**src/rtl/pps_timestamp_mc_pkg.sv**
```systemverilog
`default_nettype none
// ============================================================================
//  Module      : pps_ts_pkg
//  Description : Shared types and helpers for the multi-channel PPS
//                timestamper: discipline-FSM state encoding, timestamp
//                record layout for the default build, and drift saturation.
//  Revision    : 1.0 - initial release
// ============================================================================
package pps_ts_pkg;

    // Discipline state machine encoding (also driven out on the state port)
    typedef enum logic [1:0] {
        ST_IDLE     = 2'd0,
        ST_LOCKED   = 2'd1,
        ST_HOLDOVER = 2'd2
    } state_t;

    // Field widths of the default configuration (N_CH=4, SEC_WIDTH=6,
    // CNT_WIDTH=26, DRIFT_WIDTH=13)
    localparam int c_def_chan_w  = 2;
    localparam int c_def_sec_w   = 6;
    localparam int c_def_cnt_w   = 26;
    localparam int c_def_drift_w = 13;

    // Timestamp record as presented to the consumer, default widths
    typedef struct packed {
        logic [c_def_chan_w-1:0]         chan;
        logic [c_def_sec_w-1:0]          sec;
        logic [c_def_cnt_w-1:0]          cnt;
        logic signed [c_def_drift_w-1:0] drift;
        logic                            holdover;
    } ts_rec_t;

    localparam int c_ts_rec_w = $bits(ts_rec_t);

    // Clamp a signed value into the signed range of a w-bit field.
    // The result is returned at 32 bits; callers keep the low w bits.
    function automatic logic signed [31:0] sat_drift(input logic signed [31:0] v,
                                                     input int                 w);
        logic signed [31:0] hi;
        logic signed [31:0] lo;
        hi = (32'sd1 <<< (w - 1)) - 32'sd1;
        lo = -(32'sd1 <<< (w - 1));
        if (v > hi)
            return hi;
        else if (v < lo)
            return lo;
        else
            return v;
    endfunction

endpackage
`default_nettype wire

```
**src/rtl/pps_timestamp_mc_if.sv**
```systemverilog
`default_nettype none
// ============================================================================
//  Module      : pps_timestamp_mc_if
//  Description : Valid/ready timestamp stream between the timestamper and
//                the downstream packet/DMA logic.
//                master : ts_valid, ts_chan, ts_sec, ts_cnt, ts_drift,
//                         ts_holdover out; ts_ready in
//                slave  : mirror image
//  Revision    : 1.0 - initial release
// ============================================================================
interface pps_timestamp_mc_if
    import pps_ts_pkg::*;
#(
    parameter int N_CH        = 4,
    parameter int SEC_WIDTH   = 6,
    parameter int CNT_WIDTH   = 26,
    parameter int DRIFT_WIDTH = 13
);
    localparam int c_chan_w = (N_CH > 1) ? $clog2(N_CH) : 1;

    logic                   ts_valid;
    logic                   ts_ready;
    logic [c_chan_w-1:0]    ts_chan;
    logic [SEC_WIDTH-1:0]   ts_sec;
    logic [CNT_WIDTH-1:0]   ts_cnt;
    logic [DRIFT_WIDTH-1:0] ts_drift;
    logic                   ts_holdover;

    modport master (
        output ts_valid, ts_chan, ts_sec, ts_cnt, ts_drift, ts_holdover,
        input  ts_ready
    );

    modport slave (
        input  ts_valid, ts_chan, ts_sec, ts_cnt, ts_drift, ts_holdover,
        output ts_ready
    );

endinterface
`default_nettype wire

```
**src/rtl/pps_timestamp_mc_ts_sync_fifo.sv**
```systemverilog
`default_nettype none
// ============================================================================
//  Module      : ts_sync_fifo
//  Description : Single-clock first-word-fall-through FIFO. rd_data always
//                shows the head entry while empty is low. A write is taken
//                when full only if a read retires the head in the same cycle.
//  Ports       : clk, rst            clock, synchronous active-high reset
//                wr_en, wr_data      write request and data
//                rd_en, rd_data      read (pop) request and head data
//                full, empty         occupancy flags
//  Revision    : 1.0 - initial release
// ============================================================================
module ts_sync_fifo
    import pps_ts_pkg::*;
#(
    parameter int WIDTH = 8,
    parameter int DEPTH = 16
) (
    input  wire logic             clk,
    input  wire logic             rst,
    input  wire logic             wr_en,
    input  wire logic [WIDTH-1:0] wr_data,
    input  wire logic             rd_en,
    output logic      [WIDTH-1:0] rd_data,
    output logic                  full,
    output logic                  empty
);
    localparam int c_aw = (DEPTH > 1) ? $clog2(DEPTH) : 1;

    logic [WIDTH-1:0] r_mem [DEPTH];
    logic [c_aw-1:0]  r_wr_ptr;
    logic [c_aw-1:0]  r_rd_ptr;
    logic [c_aw:0]    r_count;
    logic             w_wr;
    logic             w_rd;

    assign full    = (r_count == (c_aw + 1)'(DEPTH));
    assign empty   = (r_count == '0);
    assign w_rd    = rd_en & ~empty;
    assign w_wr    = wr_en & (~full | w_rd);
    assign rd_data = r_mem[r_rd_ptr];

    // Storage carries no reset; occupancy is governed by the pointers
    always_ff @(posedge clk) begin
        if (w_wr)
            r_mem[r_wr_ptr] <= wr_data;
    end

    always_ff @(posedge clk) begin
        if (rst) begin
            r_wr_ptr <= '0;
            r_rd_ptr <= '0;
            r_count  <= '0;
        end else begin
            if (w_wr)
                r_wr_ptr <= r_wr_ptr + 1'b1;
            if (w_rd)
                r_rd_ptr <= r_rd_ptr + 1'b1;
            case ({w_wr, w_rd})
                2'b10:   r_count <= r_count + 1'b1;
                2'b01:   r_count <= r_count - 1'b1;
                default: r_count <= r_count;
            endcase
        end
    end

endmodule
`default_nettype wire

```
**src/rtl/pps_timestamp_mc.sv**
```systemverilog
`default_nettype none
// ============================================================================
//  Module      : pps_timestamp_mc
//  Description : GPS-disciplined multi-channel event timestamper. A cycle
//                counter is zeroed on each synchronised PPS rising edge and
//                the measured period error is kept as a saturated drift.
//                When PPS goes missing, PPS is fabricated from the last drift
//                (HOLDOVER) for up to MAX_HOLDOVER seconds before falling
//                back to IDLE. Rising edges on event_in are snapshotted per
//                channel and queued through a FWFT FIFO.
//  Ports       : clk, rst        clock, synchronous active-high reset
//                pps             raw asynchronous GPS PPS
//                utc_load        strobe qualifying gps_utc_sec
//                gps_utc_sec     UTC second starting at the next PPS
//                event_in        per-channel event levels (clk domain)
//                ts              timestamp stream (master modport)
//                state           0 IDLE, 1 LOCKED, 2 HOLDOVER
//                ovf, clr_ovf    sticky per-channel drop flags and clear
//  Revision    : 1.0 - initial release
// ============================================================================
module pps_timestamp_mc
    import pps_ts_pkg::*;
#(
    parameter int N_CH           = 4,
    parameter int SEC_WIDTH      = 6,
    parameter int SEC_MODULO     = 60,
    parameter int CNT_WIDTH      = 26,
    parameter int DRIFT_WIDTH    = 13,
    parameter int NOMINAL_CYCLES = 61_440_000,
    parameter int MARGIN         = 5,
    parameter int MAX_HOLDOVER   = 8,
    parameter int FIFO_DEPTH     = 16
) (
    input  wire logic                 clk,
    input  wire logic                 rst,
    input  wire logic                 pps,
    input  wire logic                 utc_load,
    input  wire logic [SEC_WIDTH-1:0] gps_utc_sec,
    input  wire logic [N_CH-1:0]      event_in,
    pps_timestamp_mc_if.master        ts,
    output logic      [1:0]           state,
    output logic      [N_CH-1:0]      ovf,
    input  wire logic                 clr_ovf
);
    localparam int c_chan_w = (N_CH > 1) ? $clog2(N_CH) : 1;
    localparam int c_aw     = CNT_WIDTH + 1;
    localparam int c_hw     = $clog2(MAX_HOLDOVER + 1);

    typedef struct packed {
        logic [SEC_WIDTH-1:0]   sec;
        logic [CNT_WIDTH-1:0]   cnt;
        logic [DRIFT_WIDTH-1:0] drift;
        logic                   holdover;
    } snap_t;

    typedef struct packed {
        logic [c_chan_w-1:0] chan;
        snap_t               snap;
    } rec_t;

    localparam int c_rec_w = $bits(rec_t);

    // ------------------------------------------------------------------
    // PPS synchroniser and edge detect
    // ------------------------------------------------------------------
    logic r_pps_s1;
    logic r_pps_s2;
    logic r_pps_d;
    logic w_pps_rise;

    always_ff @(posedge clk) begin
        if (rst) begin
            r_pps_s1 <= 1'b0;
            r_pps_s2 <= 1'b0;
            r_pps_d  <= 1'b0;
        end else begin
            r_pps_s1 <= pps;
            r_pps_s2 <= r_pps_s1;
            r_pps_d  <= r_pps_s2;
        end
    end

    assign w_pps_rise = r_pps_s2 & ~r_pps_d;

    // ------------------------------------------------------------------
    // Discipline datapath values used by the FSM
    // ------------------------------------------------------------------
    state_t                         r_state;
    state_t                         w_state_nxt;
    logic        [CNT_WIDTH-1:0]    r_counter;
    logic signed [DRIFT_WIDTH-1:0]  r_drift;
    logic        [c_hw-1:0]         r_hold_cnt;
    logic signed [c_aw-1:0]         w_cnt_s;
    logic signed [c_aw-1:0]         w_diff;
    logic signed [c_aw-1:0]         w_thresh;
    logic signed [31:0]             w_drift_sat;
    logic                           w_over;
    logic                           w_hold_last;
    logic                           w_fab;
    logic                           w_drift_ld;
    logic                           w_cnt_run;
    logic                           w_pps_event;

    assign w_cnt_s     = signed'({1'b0, r_counter});
    // Period just measured: the counter is one short of the cycle count
    // because it restarts at zero on the rise cycle itself.
    assign w_diff      = w_cnt_s + c_aw'(1) - c_aw'(NOMINAL_CYCLES);
    assign w_thresh    = c_aw'(NOMINAL_CYCLES) + c_aw'(r_drift) + c_aw'(MARGIN);
    assign w_over      = (w_cnt_s >= w_thresh);
    assign w_drift_sat = sat_drift(32'(w_diff), DRIFT_WIDTH);
    assign w_hold_last = (r_hold_cnt >= c_hw'(MAX_HOLDOVER - 1));

    // FSM: state register
    always_ff @(posedge clk) begin
        if (rst)
            r_state <= ST_IDLE;
        else
            r_state <= w_state_nxt;
    end

    // FSM: next state. A real PPS always wins over fabrication.
    always_comb begin
        w_state_nxt = r_state;
        case (r_state)
            ST_IDLE: begin
                if (w_pps_rise)
                    w_state_nxt = ST_LOCKED;
            end
            ST_LOCKED: begin
                if (!w_pps_rise && w_over)
                    w_state_nxt = (MAX_HOLDOVER <= 1) ? ST_IDLE : ST_HOLDOVER;
            end
            ST_HOLDOVER: begin
                if (w_pps_rise)
                    w_state_nxt = ST_LOCKED;
                else if (w_over && w_hold_last)
                    w_state_nxt = ST_IDLE;
            end
            default: w_state_nxt = ST_IDLE;
        endcase
    end

    // FSM: outputs
    always_comb begin
        w_fab      = 1'b0;
        w_drift_ld = 1'b0;
        w_cnt_run  = 1'b0;
        case (r_state)
            ST_LOCKED: begin
                w_cnt_run  = 1'b1;
                w_fab      = ~w_pps_rise & w_over;
                w_drift_ld = w_pps_rise;
            end
            ST_HOLDOVER: begin
                w_cnt_run = 1'b1;
                w_fab     = ~w_pps_rise & w_over;
            end
            default: ;
        endcase
    end

    assign w_pps_event = w_pps_rise | w_fab;

    // Counter, drift and holdover count. A fabricated PPS lands MARGIN
    // cycles late, so the counter restarts at MARGIN to stay on phase.
    always_ff @(posedge clk) begin
        if (rst) begin
            r_counter  <= '0;
            r_drift    <= '0;
            r_hold_cnt <= '0;
        end else begin
            if (w_pps_rise)
                r_counter <= '0;
            else if (w_fab)
                r_counter <= CNT_WIDTH'(MARGIN);
            else if (w_cnt_run)
                r_counter <= r_counter + 1'b1;

            if (w_drift_ld)
                r_drift <= w_drift_sat[DRIFT_WIDTH-1:0];

            if (w_pps_rise)
                r_hold_cnt <= '0;
            else if (w_fab)
                r_hold_cnt <= (r_state == ST_LOCKED) ? c_hw'(1) : r_hold_cnt + 1'b1;
        end
    end

    // ------------------------------------------------------------------
    // UTC seconds. A load coincident with a PPS event is held for the
    // following event.
    // ------------------------------------------------------------------
    logic [SEC_WIDTH-1:0] r_sec;
    logic [SEC_WIDTH-1:0] r_pending_sec;
    logic                 r_pending_v;

    always_ff @(posedge clk) begin
        if (rst) begin
            r_sec         <= '0;
            r_pending_sec <= '0;
            r_pending_v   <= 1'b0;
        end else begin
            if (w_pps_event) begin
                if (r_pending_v)
                    r_sec <= r_pending_sec;
                else
                    r_sec <= (r_sec == SEC_WIDTH'(SEC_MODULO - 1)) ? '0 : r_sec + 1'b1;
            end
            if (utc_load) begin
                r_pending_sec <= gps_utc_sec;
                r_pending_v   <= 1'b1;
            end else if (w_pps_event) begin
                r_pending_v   <= 1'b0;
            end
        end
    end

    // ------------------------------------------------------------------
    // Event capture: one pending snapshot slot per channel
    // ------------------------------------------------------------------
    logic [N_CH-1:0]     r_event_d;
    logic [N_CH-1:0]     w_rise;
    logic [N_CH-1:0]     w_drop;
    logic [N_CH-1:0]     r_pend_v;
    snap_t               r_pend [N_CH];
    logic [N_CH-1:0]     r_ovf;
    snap_t               w_snap;
    logic [N_CH-1:0]     w_grant;
    logic [N_CH-1:0]     w_clr;
    logic                w_sel_v;
    logic [c_chan_w-1:0] w_sel;
    snap_t               w_sel_snap;
    logic                w_push;
    logic                w_pop;
    logic                w_full;
    logic                w_empty;
    rec_t                w_push_rec;
    rec_t                w_head;

    assign w_rise = event_in & ~r_event_d;
    assign w_drop = w_rise & r_pend_v;

    assign w_snap.sec      = r_sec;
    assign w_snap.cnt      = r_counter;
    assign w_snap.drift    = r_drift;
    assign w_snap.holdover = (r_state == ST_HOLDOVER);

    // Fixed priority: lowest-index pending channel (loop runs high to low
    // so the last hit is the lowest index).
    always_comb begin
        w_sel_v    = 1'b0;
        w_sel      = '0;
        w_sel_snap = '0;
        w_grant    = '0;
        for (int i = N_CH - 1; i >= 0; i--) begin
            if (r_pend_v[i]) begin
                w_sel_v    = 1'b1;
                w_sel      = c_chan_w'(i);
                w_sel_snap = r_pend[i];
                w_grant    = N_CH'(1) << i;
            end
        end
    end

    // A full FIFO still accepts when its head is popped the same cycle
    assign w_pop      = ~w_empty & ts.ts_ready;
    assign w_push     = w_sel_v & (~w_full | w_pop);
    assign w_clr      = w_grant & {N_CH{w_push}};
    assign w_push_rec = {w_sel, w_sel_snap};

    always_ff @(posedge clk) begin
        if (rst) begin
            r_event_d <= '0;
            r_pend_v  <= '0;
            r_ovf     <= '0;
            for (int i = 0; i < N_CH; i++)
                r_pend[i] <= '0;
        end else begin
            r_event_d <= event_in;
            r_ovf     <= (clr_ovf ? '0 : r_ovf) | w_drop;
            for (int i = 0; i < N_CH; i++) begin
                if (w_clr[i])
                    r_pend_v[i] <= 1'b0;
                // A slot can only be granted while already valid, so this
                // never collides with the clear above.
                if (w_rise[i] && !r_pend_v[i]) begin
                    r_pend_v[i] <= 1'b1;
                    r_pend[i]   <= w_snap;
                end
            end
        end
    end

    ts_sync_fifo #(
        .WIDTH (c_rec_w),
        .DEPTH (FIFO_DEPTH)
    ) u_fifo (
        .clk     (clk),
        .rst     (rst),
        .wr_en   (w_push),
        .wr_data (w_push_rec),
        .rd_en   (ts.ts_ready),
        .rd_data (w_head),
        .full    (w_full),
        .empty   (w_empty)
    );

    assign ts.ts_valid    = ~w_empty;
    assign ts.ts_chan     = w_head.chan;
    assign ts.ts_sec      = w_head.snap.sec;
    assign ts.ts_cnt      = w_head.snap.cnt;
    assign ts.ts_drift    = w_head.snap.drift;
    assign ts.ts_holdover = w_head.snap.holdover;

    assign state = r_state;
    assign ovf   = r_ovf;

endmodule
`default_nettype wire

```
**src/flat_wrapper.sv**
```systemverilog
// flat-port wrapper written by rule: the top's interface ports become plain ports
module pps_timestamp_mc_flat import pps_ts_pkg::*;
#(
    parameter int N_CH           = 4,
    parameter int SEC_WIDTH      = 6,
    parameter int SEC_MODULO     = 60,
    parameter int CNT_WIDTH      = 26,
    parameter int DRIFT_WIDTH    = 13,
    parameter int NOMINAL_CYCLES = 61_440_000,
    parameter int MARGIN         = 5,
    parameter int MAX_HOLDOVER   = 8,
    parameter int FIFO_DEPTH     = 16
)
  (clk, rst, pps, utc_load, gps_utc_sec, event_in, state, ovf, clr_ovf, ts_ts_valid, ts_ts_chan, ts_ts_sec, ts_ts_cnt, ts_ts_drift, ts_ts_holdover, ts_ts_ready);
  pps_timestamp_mc_if #(.N_CH(N_CH), .SEC_WIDTH(SEC_WIDTH), .CNT_WIDTH(CNT_WIDTH), .DRIFT_WIDTH(DRIFT_WIDTH)) ts_i ();
  input  wire logic clk;
  input  wire logic rst;
  input  wire logic pps;
  input  wire logic utc_load;
  input  wire logic [SEC_WIDTH-1:0] gps_utc_sec;
  input  wire logic [N_CH-1:0] event_in;
  output logic      [1:0] state;
  output logic      [N_CH-1:0] ovf;
  input  wire logic clr_ovf;
  output wire logic [$bits(ts_i.ts_valid)-1:0] ts_ts_valid;
  output wire logic [$bits(ts_i.ts_chan)-1:0] ts_ts_chan;
  output wire logic [$bits(ts_i.ts_sec)-1:0] ts_ts_sec;
  output wire logic [$bits(ts_i.ts_cnt)-1:0] ts_ts_cnt;
  output wire logic [$bits(ts_i.ts_drift)-1:0] ts_ts_drift;
  output wire logic [$bits(ts_i.ts_holdover)-1:0] ts_ts_holdover;
  input wire logic [$bits(ts_i.ts_ready)-1:0] ts_ts_ready;
  assign ts_ts_valid = ts_i.ts_valid;
  assign ts_ts_chan = ts_i.ts_chan;
  assign ts_ts_sec = ts_i.ts_sec;
  assign ts_ts_cnt = ts_i.ts_cnt;
  assign ts_ts_drift = ts_i.ts_drift;
  assign ts_ts_holdover = ts_i.ts_holdover;
  assign ts_i.ts_ready = ts_ts_ready;
  pps_timestamp_mc #(.N_CH(N_CH), .SEC_WIDTH(SEC_WIDTH), .SEC_MODULO(SEC_MODULO), .CNT_WIDTH(CNT_WIDTH), .DRIFT_WIDTH(DRIFT_WIDTH), .NOMINAL_CYCLES(NOMINAL_CYCLES), .MARGIN(MARGIN), .MAX_HOLDOVER(MAX_HOLDOVER), .FIFO_DEPTH(FIFO_DEPTH)) u_core (.clk(clk), .rst(rst), .pps(pps), .utc_load(utc_load), .gps_utc_sec(gps_utc_sec), .event_in(event_in), .ts(ts_i), .state(state), .ovf(ovf), .clr_ovf(clr_ovf));
endmodule
```
**config.mk**
```make
export PLATFORM = sky130hd
export DESIGN_NAME = pps_timestamp_mc_flat
export DESIGN_NICKNAME = d
export VERILOG_FILES = /design/src/rtl/pps_timestamp_mc_pkg.sv /design/src/rtl/pps_timestamp_mc_if.sv /design/src/rtl/pps_timestamp_mc_ts_sync_fifo.sv /design/src/rtl/pps_timestamp_mc.sv /design/src/flat_wrapper.sv
export SDC_FILE = /design/constraint.sdc
export NUM_CORES = 1
export LEC_CHECK = 0
export CAP_MARGIN = 25
export CORE_MARGIN = 2
export CORE_UTILIZATION = 45
export CTS_CLUSTER_SIZE = 40
export DETAILED_ROUTE_END_ITERATION = 10
export DONT_BUFFER_PORTS = 1
export GPL_ROUTABILITY_DRIVEN = 1
export PLACE_DENSITY = 0.61
export SYNTH_ARGS = -nofsm -noshare
export SYNTH_HDL_FRONTEND = slang
export SYNTH_SLANG_ARGS = --single-unit
```
**constraint.sdc**
```tcl
create_clock -name clk -period 8.15 [get_ports clk]
set_input_delay 1.63 -clock clk [delete_from_list [all_inputs] [get_ports clk]]
set_output_delay 1.63 -clock clk [all_outputs]
set_load 0.005 [all_outputs]
```
==> parameters.txt, run 1 <==
Parameter                              Value

Yosys
  Synthesized net count    2448
  Combined area of all synthesized cells    42140 sq um
  Area share of the leading cell type in the synthesized netlist    0.6783
  Most frequently used flop master after synthesis    edfxtp_1
  Post-synth EDFFs    about 950
  Flip-flop and latch count after synthesis    ~1.0k
  Mean area per synthesized cell    roughly 18 sq um
  Async set or reset register ratio after synthesis    0
  Number of distinct library cells after synthesis    just over 60
  Sequential share of the synthesized area    0.7211
  Number of warnings printed during yosys synthesis    0
  Biggest area contributors in the synthesized netlist    edfxtp_1 68%, mux4_2 13%, dfxtp_1 4.3%
  Synth Instances    between 2k and 2.5k
  Cell taking the most area after synthesis    edfxtp_1

Route
  DRC marker count from the first detailed-route iteration    about 1.8k
  Count of nets left with antenna violations after detail routing    0
  Detailed-route vias per instance    approximately 5.7
  Via Count    roughly 22k
  Routed wirelength normalized by instance count    between 20 and 25 microns
  Detailed-routing iteration count for the pre-antenna-repair pass    5
  Remaining design rule violation count    0
  Routed Wire Length    roughly 90000 microns

Critical path
  Required @ worst endpoint    around 6.5 ns
  CP endpoint kind    output port
  CP startpoint kind    flop
  Critical Path AT    ~3.4 ns
  Worst-path maximum fanout    150
  WS Path Type    flop to output port

STA
  Count of final setup violators    0
  Final critical path time including I/O delays and setup    between 5 and 6 ns
  Fmax achieved    between 150 and 200 MHz
  Final worst clock skew    about 0.027 ns
  Post-route setup TNS    0 ns
  Worst slew pin tran    1.073 ns
  Hold Violations, Final    0
  Fin Hold WS    about 0.45 ns
  Max-slew headroom at the worst pin    0.2848
  Count of final max-slew check failures    0
  Share of the clock period used by the worst path    0.6199
  Unrepaired setup endpoints after global routing    no

Global routing
  Maximum number of pins on one net before global-route repair    about 150
  Via count of the first global-routing pass    between 20k and 25k
  First-pass GRT wire length    140100 microns
  Overall fraction of global-route tracks in use    0.1955
  Residual overflow from global routing    0
  Antenna violations before repair    0

Cells and area
  Final standard cell utilization of the core    0.5089
  Synth-to-Final Area Change    12.36%
  Number of antenna diodes    0
  Cell area after layout    between 40000 and 50000 sq um
  Post-layout nets    2483
  Layout cell share with drive strength beyond 1    0.2060

Power and ir drop
  Peak supply drop    about 0.00026 V
  Pwr/cell area    approximately 270 nW/um^2
  Static leakage power    0.01529 uW

Status
  Status    finished, final reports clean

Placement
  Gp weighted congestion    ~0.8
  I/O Buffers    0
  Half-perimeter wire length after placement    around 53000 microns
  DP Area    around 44000 sq um

Clocking
  Clock tree from TritonCTS    done
  Post-CTS setup repair buffer count    0
  Clock latency of the later-clocked register in the worst-skew pair    about 0.68 ns
  Clock tree root driver cell    clkbuf_16
  Clock Sink Count    around 1.0k
  Clock H-tree levels    3
  Total of cells resized after clock tree synthesis    0
  Clock slew at the register clock pins of the worst setup and hold paths    roughly 0.060 ns
  Number of hold buffers added after cts    0
  Maximum count of clock buffers along a single path    3
  TritonCTS buffer count    approximately 110

Die
  Overall die area    between 90000 and 100000 sq um
  Die Span X    between 300 and 400 microns
  Initial standard-cell utilization of the core    0.4529
  Row count    112
  Top-Level Pins    between 70 and 80
  Core ar.    ~93000 sq um
  Die Height    between 300 and 400 microns

Min path
  Tightest Hold Check Type    flop to flop

Run
  Number of maximum-capacitance constraint violations    0
==> cells in the final DEF (no fill, tap or decap), types with 9 or more instances in the layout <==
cell and count:
mux2i_1 10, nand4_1 17, a22oi_1 48, edfxtp_1 952, dfxtp_1 83, buf_4 74, mux4_2 240, nor2_4 12
xnor2_1 29, xor2_1 40, a21oi_1 77, a211oi_1 13, clkbuf_1 26, nor3_1 12, inv_1 21, nand2_1 96
o21ai_0 52, nand3_1 18, o21ai_1 16, nor4_1 47, clkbuf_16 105, ha_1 34, and2_1 148, nor2b_1 12
clkinv_1 25, clkinv_2 18, nor3_2 9, nand2b_1 13, nor2_1 146
==> area by class of cell <==
class / instances / area [sq um]
fill: 7509 / 45700
sequential: 1042 / 30410
multi-input combinational: 1172 / 11220
clock buffer: 134 / 2766
tap: 1254 / 1569
timing repair buffer: 87 / 748.2
clock inverter: 56 / 544.3
inverter: 24 / 90.09
==> state kept, by name, indices dropped and copies added, names as in the netlist, named ones only <==
name	flops
u_core.u_fifo.r_mem	768
u_core.r_pend	184
u_core.r_counter	26
u_core.r_drift	13
u_core.r_pending_sec	6
u_core.r_sec	6
u_core.u_fifo.r_count	5
u_core.ovf	4
u_core.r_event_d	4
u_core.r_hold_cnt	4
u_core.r_pend_v	4
u_core.u_fifo.r_rd_ptr	4
u_core.u_fifo.r_wr_ptr	4
u_core.state	2
u_core.r_pending_v	1
u_core.r_pps_d	1
u_core.r_pps_s1	1
u_core.r_pps_s2	1
==> final timing paths <==
path	startpoint	to	slack [ns]	depth (start not counted)
setup / recovery	flop	ts_ts_cnt[6]	3.10	3
hold / removal	u_core.r_pps_s1	u_core.r_pps_s2	0.45	1
setup reg to reg	u_core.r_drift[0]	u_core.r_counter[23]	3.64	13
hold reg to reg	u_core.r_pps_s1	u_core.r_pps_s2	0.45	1
==> worst max-delay path, stage by stage, from the launching register on <==
cell and delay, ns:
dfxtp_4 0.79, buf_12 0.66, mux4_2 0.43, mux4_2 0.57
==> cell usage after synthesis, types with 21 or more instances <==
cell,number
xor2_1,40
dfxtp_1,90
nand2_1,96
mux4_2,240
nor2_1,158
edfxtp_1,952
o21ai_0,72
inv_1,21
buf_1,30
and2_1,148
ha_1,34
a21oi_1,77
nor4_1,47
a22oi_1,48
xnor2_1,29
clkbuf_1,120
==> cell families after synthesis <==
family / count (synthesis) / share of synthesized area
multiplexers: 250 / 0.1306
flip-flops: 1042 / 0.7211
XOR/XNOR: 69 / 0.01434
adder cells (fa/ha/maj): 35 / 0.01057
AO/OA/AOI/OAI: 254 / 0.03759
buffers and inverters: 183 / 0.01695
AND/OR/NAND/NOR: 564 / 0.06885
==> metrics by stage <==
stage	setup WS (ns)	std cells	power [uW]
finish	3.098	3769	12950
global route	3.000	3769	13460
CTS	3.065	3763	13130
detailed placement	3.697	3573	8511
global placement	3.107	3565	8463
floorplan	2.010	2397	7871
==> per-layer routing <==
| metal | vias up | track usage | routed length [microns] |
|---|---|---|---|
| li1 | 9532 | - | - |
| met1 | 11360 | 0.2710 | 39850 |
| met2 | 584 | 0.3256 | 45550 |
| met3 | 108 | 0.03167 | 5064 |
| met4 | 0 | 0.04741 | 1526 |
| met5 | - | 0 | 0 |
==> report_power, final <==
| group | internal (uW) | switching [uW] |
|---|---|---|
| Combinational | 962 | 1090 |
| Clock | 2650 | 1960 |
| Sequential | 6140 | 138 |
| Total | 9760 | 3190 |
(Power assumes the default switching activity.)
==> run 2, diff against run 1 <==
Settings changed: PLACE_DENSITY 0.61 to 0.63.
Clock period 8.15 ns to 4.4 ns, I/O delays scaled along.
==> parameters.txt, run 2 (same netlist as run 1, synthesis figures left out) <==
Parameter                              Value

Die
  Overall die area    96120 sq um (unchanged)
  Core ar.    93050 sq um (unchanged)
  Die Span X    310.0 microns (unchanged)
  Top-Level Pins    71 (unchanged)
  Initial standard-cell utilization of the core    0.4529 (unchanged)
  Row count    112 (unchanged)
  Die Height    310.0 microns (unchanged)

Cells and area
  Commonest non-fill, non-tap cell in the layout    edfxtp_1
  Number of flip-flops in the largest register    768 (unchanged)
  Most frequent cells in the layout    952 x edfxtp_1, 240 x mux4_2, 148 x and2_1
  Layout fillers    7490 (-0.25%)
  Synth-to-Final Area Change    13.53%
  Sequential cell area    30410 sq um (unchanged)
  Post-route non-filler standard cell count    3811 (+1.1%)
  Post-layout nets    2519 (+1.4%)
  Register with the highest flop count    u_core.u_fifo.r_mem
  Number of antenna diodes    0 (unchanged)
  Cell area after layout    47840 sq um (+1.0%)
  Area used by multi-input combinational logic    11250 sq um (+0.22%)
  Largest registers    u_core.u_fifo.r_mem x768, u_core.r_pend x184, u_core.r_counter x26
  Final standard cell utilization of the core    0.5142 (+0.005271)
  Layout cell share with drive strength beyond 1    0.2194 (+0.01343)

Critical path
  Delay contributed by the slowest stage of the critical path    0.40 ns (-0.39 ns)
  Count of buffering cells on the critical path with inverters included    1 (unchanged)
  Cell seen most often among critical-path stages    a21o_1
  Max stage delay cell, worst path    o21bai_1
  CP endpoint kind    flop
  WS Path Type    flop to flop
  Critical register-to-register path startpoint    u_core.r_drift[1]
  Required @ worst endpoint    4.96 ns (-1.56 ns)
  Chain of cells forming the critical path    ha_1, o21bai_1, nor2_1, xnor2_1, ha_1, a21o_1, a21o_1, a21oi_1, a2111o_1, a31o_2, a21oi_1, buf_4, a21o_1, o21ai_0, a32o_1
  Critical Path AT    4.48 ns (+1.06 ns)
  CP startpoint kind    flop
  Crit path launch    u_core.r_drift[1]
  Worst-path maximum fanout    10 (-93%)
  Family of cells with the greatest summed delay on the critical path    compound AO/OA/AOI/OAI gates

STA
  Hold Violations, Final    0 (unchanged)
  Max-slew headroom at the worst pin    0.3168 (+0.03204)
  Final critical-path setup slack    0.4773 ns (-2.621 ns)
  Fmax achieved    ~250 MHz
  Share of the clock period used by the worst path    0.8915
  Count of final max-slew check failures    0 (unchanged)
  Count of final setup violators    0 (unchanged)
  Final worst clock skew    0.02704 ns (-0.0001844 ns)
  Unrepaired setup endpoints after global routing    no
  Worst slew pin tran    1.025 ns (-0.04806 ns)
  Post-route setup TNS    0 ns (unchanged)
  Final critical path time including I/O delays and setup    around 3.9 ns

Route
  DRC marker count from the first detailed-route iteration    2396 (+32%)
  Via Count    21.81k (+1.1%)
  Remaining design rule violation count    0 (unchanged)
  Routed Wire Length    93580 microns (+1.7%)
  Detailed-routing iteration count for the pre-antenna-repair pass    5 (unchanged)
  Detailed-route vias per instance    5.722 (about the same)
  Count of nets left with antenna violations after detail routing    0 (unchanged)
  Routed wirelength normalized by instance count    24.55 microns (+0.61%)

Global routing
  Via count of the first global-routing pass    22.31k (+1.2%)
  Maximum number of pins on one net before global-route repair    88 (-42%)
  Overall fraction of global-route tracks in use    0.1973 (+0.001834)
  First-pass GRT wire length    141400 microns (+0.88%)
  Residual overflow from global routing    0 (unchanged)
  Met2 track utilization from global routing    0.3346 (+0.008980)
  Met1 usage in global routing    0.2667 (-0.004372)
  Global routing usage on met3    0.03412 (+0.002452)
  Antenna violations before repair    0 (unchanged)
  GRT busiest layer    met2

Clocking
  Clock tree from TritonCTS    done
  TritonCTS buffer count    105 (unchanged)
  Clock latency of the later-clocked register in the worst-skew pair    0.67 ns (about the same)
  Number of hold buffers added after cts    0 (unchanged)
  Clock tree root driver cell    clkbuf_16
  Clock slew at the register clock pins of the worst setup and hold paths    0.06 ns (about the same)
  Clock Sink Count    1042 (unchanged)
  Post-CTS setup repair buffer count    0 (unchanged)
  Total of cells resized after clock tree synthesis    0 (unchanged)
  Clock H-tree levels    3 (unchanged)
  Maximum count of clock buffers along a single path    3 (unchanged)

Run
  Number of maximum-capacitance constraint violations    0 (unchanged)

Placement
  Worst setup slack before clock tree synthesis    0.4812 ns (-3.216 ns)
  Half-perimeter wire length after placement    53400 microns (+1.3%)
  Placed cell count    3614 (+1.1%)
  I/O Buffers    0 (unchanged)
  Gp weighted congestion    0.8463 (+5.7%)
  DP Area    44510 sq um (+1.3%)

Power and ir drop
  Peak supply drop    0.0003076 V (+20%)
  Pwr/cell area    502.4 nW/um^2 (+84%)
  Static leakage power    0.01552 uW (+1.5%)

Min path
  Launch point of the worst hold path    rst
  Tightest Hold Check Type    input port to flop

Status
  Status    finished, final reports clean
## run 2: changes by cell type in the layout (fill, tap and decap cells not counted), sizes merged
cell,delta
bufinv,-1
buf,+37
clkinv,+1
clkbuf,+2
clkinvlp,+3
## run 2: area by class of cell
cell class,count,area share
Multi-Input combinational cell,1172,0.2351
Inverter,24,0.001883
Clock buffer,137,0.05915
Tap cell,1254,0.03279
Timing Repair Buffer,123,0.02505
Clock inverter,59,0.01036
Sequential cell,1042,0.6357
## run 2: power by group
group	leakage, uW	internal, uW	switching (uW)
clock network	0.00163	4940	3640
logic	0.00406	1860	1970
registers	0.00983	11400	247
total	0.0155	18200	5860
## run 2: per-stage QoR
| step | hold slack [ns] | power [uW] |
|---|---|---|
| after floorplan | 0.4138 | 14560 |
| after global placement | 0.4428 | 15680 |
| after detailed placement | 0.4430 | 15760 |
| after CTS | 0.2361 | 24320 |
| after global routing | 0.2561 | 24960 |
| final | 0.2815 | 24040 |
## run 2: metal layers
metal | wire, microns | up-vias
met2 | 47340 | 682
met4 | 1511 | 0
met1 | 38790 | 11400
li1 | - | 9608
met5 | 0 | -
met3 | 5933 | 121
## run 2: worst paths after layout
check	depth (start not counted)	slack, ns	to
hold / removal	1	0.28	u_core.ovf[2]
setup / recovery	15	0.48	u_core.r_sec[2]
hold reg to reg	1	0.45	u_core.r_pps_s2
setup reg to reg	15	0.48	u_core.r_sec[2]
